`config.mk`:
```
export PLATFORM = sky130hd
export DESIGN_NAME = alu_seq
export DESIGN_NICKNAME = d
export VERILOG_FILES = /design/src/rtl/alu_pkg.sv /design/src/rtl/muldiv_iter.sv /design/src/rtl/alu_seq.sv
export SDC_FILE = /design/constraint.sdc
export NUM_CORES = 1
export LEC_CHECK = 0
export ABC_AREA = 1
export CAP_MARGIN = 5
export CORE_UTILIZATION = 55
export CTS_CLUSTER_SIZE = 30
export DETAILED_ROUTE_END_ITERATION = 16
export PLACE_DENSITY = 0.8
export SLEW_MARGIN = 40
export SYNTH_ARGS = -nofsm -noshare
export SYNTH_HDL_FRONTEND = slang
export SYNTH_SLANG_ARGS = --single-unit
```
`constraint.sdc`:
```
create_clock -name clk -period 4.4 [get_ports clk]
set_input_delay 0.44 -clock clk [delete_from_list [all_inputs] [get_ports clk]]
set_output_delay 0.44 -clock clk [all_outputs]
set_load 0.01 [all_outputs]
```
`src/rtl/alu_pkg.sv`:
```
// rtl/alu_pkg.sv - opcode/state enums and sign-magnitude <-> two's-complement helpers
package alu_pkg;

    typedef enum logic [2:0] {
        OP_ADD = 3'b000,
        OP_SUB = 3'b001,
        OP_MUL = 3'b010,
        OP_DIV = 3'b011,
        OP_SHL = 3'b100,
        OP_SHR = 3'b101,
        OP_AND = 3'b110,
        OP_OR  = 3'b111
    } op_e;

    typedef enum logic {
        ST_IDLE = 1'b0,
        ST_ITER = 1'b1
    } state_e;

    // Wide enough for a (w+1)-bit two's-complement value at the largest legal width.
    localparam int TCW = 33;

    function automatic logic [TCW-1:0] sm_to_tc(input logic [TCW-1:0] sm, input int w);
        logic [TCW-1:0] mag;
        logic           sgn;
        mag = '0;
        sgn = 1'b0;
        for (int i = 0; i < TCW; i++) begin
            if (i < w - 1)
                mag[i] = sm[i];
            else if (i == w - 1)
                sgn = sm[i];
        end
        return sgn ? (~mag + TCW'(1)) : mag;
    endfunction

    // Keeps the low w-1 magnitude bits; a zero magnitude always comes back as +0.
    function automatic logic [TCW-1:0] tc_to_sm(input logic [TCW-1:0] tc, input int w);
        logic [TCW-1:0] mag;
        logic [TCW-1:0] sm;
        mag = tc[TCW-1] ? (~tc + TCW'(1)) : tc;
        sm  = '0;
        for (int i = 0; i < TCW; i++) begin
            if (i < w - 1)
                sm[i] = mag[i];
            else if (i == w - 1)
                sm[i] = tc[TCW-1] && (mag != '0);
        end
        return sm;
    endfunction

endpackage

```
`src/rtl/muldiv_iter.sv`:
```
// rtl/muldiv_iter.sv - iterative shift-add multiply and restoring divide on magnitudes
module muldiv_iter
    import alu_pkg::*;
#(
    parameter int N = 6
) (
    input  logic           clk,
    input  logic           rst_n,
    input  logic           load,
    input  logic           step,
    input  logic [N-2:0]   a_mag,
    input  logic [N-2:0]   b_mag,
    output logic           last,
    output logic [2*N-3:0] prod_nx,
    output logic [N-2:0]   quot_nx
);

    localparam int CW = $clog2(N);

    logic [2*N-3:0] acc_q, acc_d, mcand_q, mcand_d;
    logic [N-2:0]   mplier_q, mplier_d, rem_q, rem_d, quo_q, quo_d, dvs_q, dvs_d;
    logic [CW-1:0]  cnt_q, cnt_d;
    logic [N-1:0]   rem_sh;
    logic           ge;

    assign last = (cnt_q == CW'(N - 2));

    // prod_nx/quot_nx are the values after the current step, so the top can
    // register the final result on the same edge as the last iteration.
    always_comb begin
        prod_nx  = mplier_q[0] ? (acc_q + mcand_q) : acc_q;
        rem_sh   = {rem_q, quo_q[N-2]};
        ge       = (rem_sh >= {1'b0, dvs_q});
        quot_nx  = {quo_q[N-3:0], ge};

        acc_d    = acc_q;
        mcand_d  = mcand_q;
        mplier_d = mplier_q;
        rem_d    = rem_q;
        quo_d    = quo_q;
        dvs_d    = dvs_q;
        cnt_d    = cnt_q;
        if (load) begin
            acc_d    = '0;
            mcand_d  = {{(N-1){1'b0}}, a_mag};
            mplier_d = b_mag;
            rem_d    = '0;
            quo_d    = a_mag;
            dvs_d    = b_mag;
            cnt_d    = '0;
        end else if (step) begin
            acc_d    = prod_nx;
            mcand_d  = mcand_q << 1;
            mplier_d = mplier_q >> 1;
            rem_d    = (N-1)'(ge ? (rem_sh - {1'b0, dvs_q}) : rem_sh);
            quo_d    = quot_nx;
            cnt_d    = cnt_q + CW'(1);
        end
    end

    always_ff @(posedge clk or negedge rst_n) begin
        if (!rst_n) begin
            acc_q    <= '0;
            mcand_q  <= '0;
            mplier_q <= '0;
            rem_q    <= '0;
            quo_q    <= '0;
            dvs_q    <= '0;
            cnt_q    <= '0;
        end else begin
            acc_q    <= acc_d;
            mcand_q  <= mcand_d;
            mplier_q <= mplier_d;
            rem_q    <= rem_d;
            quo_q    <= quo_d;
            dvs_q    <= dvs_d;
            cnt_q    <= cnt_d;
        end
    end

endmodule

```
`src/rtl/alu_seq.sv`:
```
// rtl/alu_seq.sv - registered sign-magnitude ALU with iterative mul/div and start/busy/done handshake
module alu_seq
    import alu_pkg::*;
#(
    parameter int N   = 6,
    parameter int SHW = $clog2(N)
) (
    input  logic         clk,
    input  logic         rst_n,
    input  logic         start,
    input  logic [2:0]   sel,
    input  logic [N-1:0] A,
    input  logic [N-1:0] B,
    output logic         busy,
    output logic         done,
    output logic [N-1:0] out,
    output logic         Z,
    output logic         O,
    output logic         C,
    output logic         Nf
);

    localparam logic [TCW-1:0] MAG_MAX = TCW'((64'd1 << (N - 1)) - 64'd1);

    state_e         state_q, state_d;
    logic [N-1:0]   out_q, out_d;
    logic           z_q, z_d, o_q, o_d, c_q, c_d, nf_q, nf_d, done_q, done_d;
    logic           neg_q, neg_d, is_div_q, is_div_d;

    op_e            op;
    logic           accept, multi, load, step, last, cap_sc, cap_md;
    logic [2*N-3:0] prod_nx;
    logic [N-2:0]   quot_nx;

    logic [TCW-1:0] a_tc, b_tc, b_eff, r, r_mag, r_sm;
    logic [SHW-1:0] amt;
    logic           amt_big;
    logic [N:0]     shl_t, shr_t;
    logic [N-1:0]   sc_out, md_out;
    logic           sc_o, sc_c, md_o;
    logic           unused_sm_hi;

    assign op     = op_e'(sel);
    assign multi  = (op == OP_MUL) || ((op == OP_DIV) && (B[N-2:0] != '0));
    assign accept = start && (state_q == ST_IDLE);

    muldiv_iter #(.N(N)) u_muldiv (
        .clk     (clk),
        .rst_n   (rst_n),
        .load    (load),
        .step    (step),
        .a_mag   (A[N-2:0]),
        .b_mag   (B[N-2:0]),
        .last    (last),
        .prod_nx (prod_nx),
        .quot_nx (quot_nx)
    );

    always_ff @(posedge clk or negedge rst_n) begin
        if (!rst_n) state_q <= ST_IDLE;
        else        state_q <= state_d;
    end

    always_comb begin
        state_d = state_q;
        case (state_q)
            ST_IDLE: if (accept && multi) state_d = ST_ITER;
            ST_ITER: if (last)            state_d = ST_IDLE;
            default:                      state_d = ST_IDLE;
        endcase
    end

    always_comb begin
        busy   = (state_q == ST_ITER);
        load   = 1'b0;
        step   = 1'b0;
        cap_sc = 1'b0;
        cap_md = 1'b0;
        case (state_q)
            ST_IDLE: begin
                load   = accept && multi;
                cap_sc = accept && !multi;
            end
            ST_ITER: begin
                step   = 1'b1;
                cap_md = last;
            end
            default: ;
        endcase
    end

    // Single-cycle datapath, evaluated straight from the operand inputs.
    always_comb begin
        a_tc    = sm_to_tc(TCW'(A), N);
        b_tc    = sm_to_tc(TCW'(B), N);
        b_eff   = (op == OP_SUB) ? (~b_tc + TCW'(1)) : b_tc;
        r       = a_tc + b_eff;
        r_mag   = r[TCW-1] ? (~r + TCW'(1)) : r;
        r_sm    = tc_to_sm(r, N);
        amt     = B[SHW-1:0];
        amt_big = ({{(32-SHW){1'b0}}, amt} >= 32'(N));
        shl_t   = {1'b0, A} << amt;
        shr_t   = {A, 1'b0} >> amt;

        sc_out = '0;
        sc_o   = 1'b0;
        sc_c   = 1'b0;
        case (op)
            OP_ADD, OP_SUB: begin
                sc_out = r_sm[N-1:0];
                sc_o   = (r_mag > MAG_MAX);
                sc_c   = ((({1'b0, a_tc[N-1:0]} + {1'b0, b_eff[N-1:0]}) >> N) != '0);
            end
            OP_DIV: begin
                sc_out = {A[N-1], {(N-1){1'b1}}};
                sc_o   = 1'b1;
            end
            OP_SHL:  if (!amt_big) {sc_c, sc_out} = shl_t;
            OP_SHR:  if (!amt_big) {sc_out, sc_c} = shr_t;
            OP_AND:  sc_out = A & B;
            OP_OR:   sc_out = A | B;
            default: ;
        endcase
    end

    assign unused_sm_hi = ^r_sm[TCW-1:N];

    always_comb begin
        if (is_div_q) begin
            md_out = {neg_q && (quot_nx != '0), quot_nx};
            md_o   = 1'b0;
        end else begin
            md_out = {neg_q && (prod_nx != '0), prod_nx[N-2:0]};
            md_o   = |prod_nx[2*N-3:N-1];
        end
    end

    always_comb begin
        out_d    = out_q;
        z_d      = z_q;
        o_d      = o_q;
        c_d      = c_q;
        nf_d     = nf_q;
        done_d   = 1'b0;
        neg_d    = neg_q;
        is_div_d = is_div_q;
        if (load) begin
            neg_d    = A[N-1] ^ B[N-1];
            is_div_d = (op == OP_DIV);
        end
        if (cap_sc) begin
            out_d  = sc_out;
            o_d    = sc_o;
            c_d    = sc_c;
            done_d = 1'b1;
        end else if (cap_md) begin
            out_d  = md_out;
            o_d    = md_o;
            c_d    = 1'b0;
            done_d = 1'b1;
        end
        if (done_d) begin
            z_d  = (out_d == '0);
            nf_d = out_d[N-1];
        end
    end

    always_ff @(posedge clk or negedge rst_n) begin
        if (!rst_n) begin
            out_q    <= '0;
            z_q      <= 1'b0;
            o_q      <= 1'b0;
            c_q      <= 1'b0;
            nf_q     <= 1'b0;
            done_q   <= 1'b0;
            neg_q    <= 1'b0;
            is_div_q <= 1'b0;
        end else begin
            out_q    <= out_d;
            z_q      <= z_d;
            o_q      <= o_d;
            c_q      <= c_d;
            nf_q     <= nf_d;
            done_q   <= done_d;
            neg_q    <= neg_d;
            is_div_q <= is_div_d;
        end
    end

    assign out  = out_q;
    assign Z    = z_q;
    assign O    = o_q;
    assign C    = c_q;
    assign Nf   = nf_q;
    assign done = done_q;

endmodule

```
==> run_results.csv <==
group,metric,value,unit
status,status,"complete, but fails checks",
status,violations,"setup timing",
synthesis,synth_edf_count,0,
routing,routed-wl-met2,12700,um
routing,drt_iter0_drc,1076,
worst_setup_path,cpPeakStageDelay,0.38,ns
cells_and_area,final_util,81.4,%
power,p_comb_share,63.8,%
sta,rsz0062_at_grt,"yes",
worst_setup_path,r2r_cells,20,
cells_and_area,insertedDiodeCount,0,
power,sequentialPowerShare,19.9,%
cts,cts_tree,"yes",
cells_and_area,drive_gt1_share,28.9,%
floorplanning,io_pins,30,
worst_setup_path,critical_path_buf_inv_count,9,
power,switching_share,46.8,%
synthesis,syn_area_per_cell,5.86,um2
routing,wl_per_cell,15.9,um
cts,htree_levels,3,
cells_and_area,final_area,10400,um2
sta,fin_tns_setup,-2.42,ns
sta,finalCriticalPeriod,4.99,ns
global_routing,grt_start_max_net_pins,58,
cells_and_area,multi_input_area,5510,um2
worst_setup_path,timing.rr.end,"Nf",
synthesis,yosysWarnings,0,
placement,routabilityCongestion,0.988,
sta,setup_viol,8,
placement,dp_slack,-1.34,ns
cts,cts_buffers,9,
sta,finalMaxSlewViolations,0,
power,p_switching,2210,uW
sta,worst_slack,-0.590,ns
synthesis,synth_nets,1301,
placement,dp_cells,1615,
routing,met1_length,10600,um
worst_setup_path,criticalPathCategory,"input pin to flop",
routing,dr_wl_met3,2060,um
run,cap_violations,0,
worst_setup_path,crit_slowest_cell,"or3_4",
worst_setup_path,crit_path_start_kind,"input pin",
sta,clock_skew,0.00785,ns
routing,drt_wl_total,26400,um
cts,clock_latency,0.34,ns
routing,num_vias,9408,
placement,dpl_cell_area,9350,um2
routing,routed.top_layer,"met4",
sta,tightest_slew,0.798,ns
worst_setup_path,cp.required,4.63,ns
synthesis,synthTopCellsByCount,"nand2_1, inv_1, nand3_1",
min_path,min_path_type,"input pin to async pin",
global_routing,overflow,0,
worst_setup_path,crit_path_end_kind,"flop",
synthesis,synth_most_common_cell,"nand2_1",
placement,dpl.hpwl,19700,um
cells_and_area,n_fill_cell,900,
synthesis,ys_top_cells_by_area,"nand2_1, dfrtp_1, inv_1",
cells_and_area,syn_to_final_growth,43.3,%
cts,cts.sinks,57,
routing,drtPass1Iterations,6,
sta,slew_headroom,46.4,%
floorplanning,dieArea,13600,um2
cells_and_area,seqCellArea,1430,um2
synthesis,synthArstFlopShare,100,%
floorplanning,start_util,56.8,%
power,total_leakage_power,0.00547,uW
power,internal-power,2510,uW
global_routing,grt_pass1_wl,41000,um
synthesis,synth_seq_cells,57,
floorplanning,core_area,12700,um2
power,pwr-share-clk,16.3,%
worst_setup_path,r2r_slack,1.06,ns
synthesis,synthesis.area,7230,um2
synthesis,yosysTopAreaCell,"nand2_1",
synthesis,seq_area_frac_synth,19.7,%
global_routing,grt_pass1_vias,8688,
cells_and_area,final_nets,1549,
synthesis,synth.top_cell.area_share,21.6,%
worst_setup_path,critPathArrivalTime,5.22,ns
power,peakVddDrop,0.293,mV
floorplanning,fp-row-count,41,
worst_setup_path,crit_family,"simple AND/OR/NAND/NOR gates",
worst_setup_path,crit_top_cell,"nand2_2",
placement,port_buffers,29,
cts,clockBufferDepth,2,
worst_setup_path,cp_max_fo,7,
power,p_per_area,455,nW/um2
sta,final-hold-violation-count,0,
sta,period_share,113,%
synthesis,synthCells,1233,
global_routing,antenna_found_initial,0,
synthesis,synth_cell_type_count,51,
routing,final_antenna_net_count,0,
sta,fmax,200,MHz
routing,viasPerCell,5.67,
cts,cts_root_buf,"clkbuf_16",
cts,path_clk_slew,0.05,ns
floorplanning,fp.dieW,117,um
global_routing,grtUsageTotal,38.8,%
floorplanning,die_height,117,um
cts,hold_buffers,0,
routing,drc_errors,0,
synthesis,synth_flop_cell,"dfrtp_1",
worst_setup_path,rr_startpoint,"u_muldiv.mcand_q[0]",
cells_and_area,final_cells,1658,
metal layers:
metal	global-route usage [%]	vias up
li1	-	4473
met1	47.0	4324
met2	69.1	493
met3	5.50	118
met4	15.0	0
met5	0	-
cells in the final DEF, fill, tap and decap left out, types with 8 or more instances in the layout:
| cell | n |
|---|---|
| nand3_2 | 15 |
| o22ai_1 | 8 |
| nor2_2 | 17 |
| a21oi_2 | 11 |
| nor2_1 | 72 |
| nand2_4 | 10 |
| nand4_1 | 13 |
| nand2_1 | 363 |
| nand2_2 | 63 |
| inv_2 | 10 |
| nor3_1 | 8 |
| buf_4 | 221 |
| o221ai_1 | 14 |
| dfrtp_1 | 57 |
| a21oi_1 | 38 |
| clkdlybuf4s50_1 | 23 |
| nor2_4 | 15 |
| ha_1 | 39 |
| o21ai_1 | 8 |
| nand3_1 | 92 |
| inv_1 | 180 |
| o21ai_0 | 77 |
| clkbuf_16 | 9 |
| buf_6 | 10 |
| xor2_1 | 27 |
flip-flops by register name, summed over array words and instances, names as in the netlist:
register           flops
u_muldiv.mplier_q      5
u_muldiv.cnt_q         3
is_div_q               1
O                      1
Nf                     1
done                   1
u_muldiv.rem_q         5
u_muldiv.acc_q        10
out                    6
busy                   1
u_muldiv.quo_q         5
C                      1
u_muldiv.mcand_q      10
u_muldiv.dvs_q         5
Z                      1
neg_q                  1
worst max path at each step:
| stage | start | endpoint | slack (ns) | depth (start not counted) |
|---|---|---|---|---|
| 2_1_floorplan | B[0] | Nf | -0.39 | 44 |
| 4_1_cts | B[1] | Nf | -0.35 | 43 |
| 3_5_place_dp | B[0] | Nf | -1.34 | 40 |
| 5_1_grt | B[1] | Nf | -0.92 | 45 |
| 3_3_place_gp | B[1] | Nf | -1.22 | 40 |
| 6_report | B[1] | Nf | -0.59 | 41 |
metrics by stage:
stage / hold slack, ns / power, uW
after floorplan: 0.144 / 2570
after global placement: 0.468 / 3480
after detailed placement: 0.481 / 3570
after CTS: 0.267 / 4540
after global routing: 0.318 / 5020
final: 0.241 / 4710
cell families after synthesis:
kind of cell / Yosys count / synth area share, %
xor+xnor: 33 / 4.00
simple gates: 689 / 40.8
flops: 57 / 19.7
compound gates: 183 / 14.6
buf+inv: 221 / 12.0
fa+ha+maj: 50 / 8.97
layout make-up:
| class | count | share of cell area [%] |
|---|---|---|
| Multi-Input combinational cell | 955 | 53.2 |
| Sequential cell | 57 | 13.8 |
| Clock inverter | 6 | 0.870 |
| Inverter | 196 | 7.34 |
| Clock buffer | 10 | 2.31 |
| Timing Repair Buffer | 262 | 20.4 |
| Tap cell | 172 | 2.08 |
worst register-to-register path, cell delays in order, from the launching register on:
cell and delay, ns:
dfrtp_1 0.39, ha_1 0.23, fa_1 0.44, nand3_1 0.13, nand2_1 0.11, nand2_1 0.10
nand2_1 0.07, a21oi_1 0.18, nor2_1 0.07, o21ai_0 0.15, nand2_1 0.08, xnor2_1 0.14
nand2_1 0.07, o21ai_0 0.12, nand2_1 0.10, nor2_1 0.18, nand3_1 0.11, a22oi_1 0.31
nand2_2 0.11, nand2_2 0.08, nand2_2 0.04
power by group through the flow:
stage	Sequential (uW)	Combinational (uW)	Clock, uW
floorplan	877	1690	0
global placement	912	2570	0
detailed placement	925	2650	0
CTS	926	2850	764
global route	953	3280	786
finish	940	3000	768
repair_timing:
item | 4_1_cts | 5_1_grt
gates resized for setup | 82 | 59
endpoints found under the setup margin | 8 | 8
gates cloned | 1 | 0
pin swaps | 49 | 50
setup buffers | 24 | 3
(Power assumes the default switching activity.)
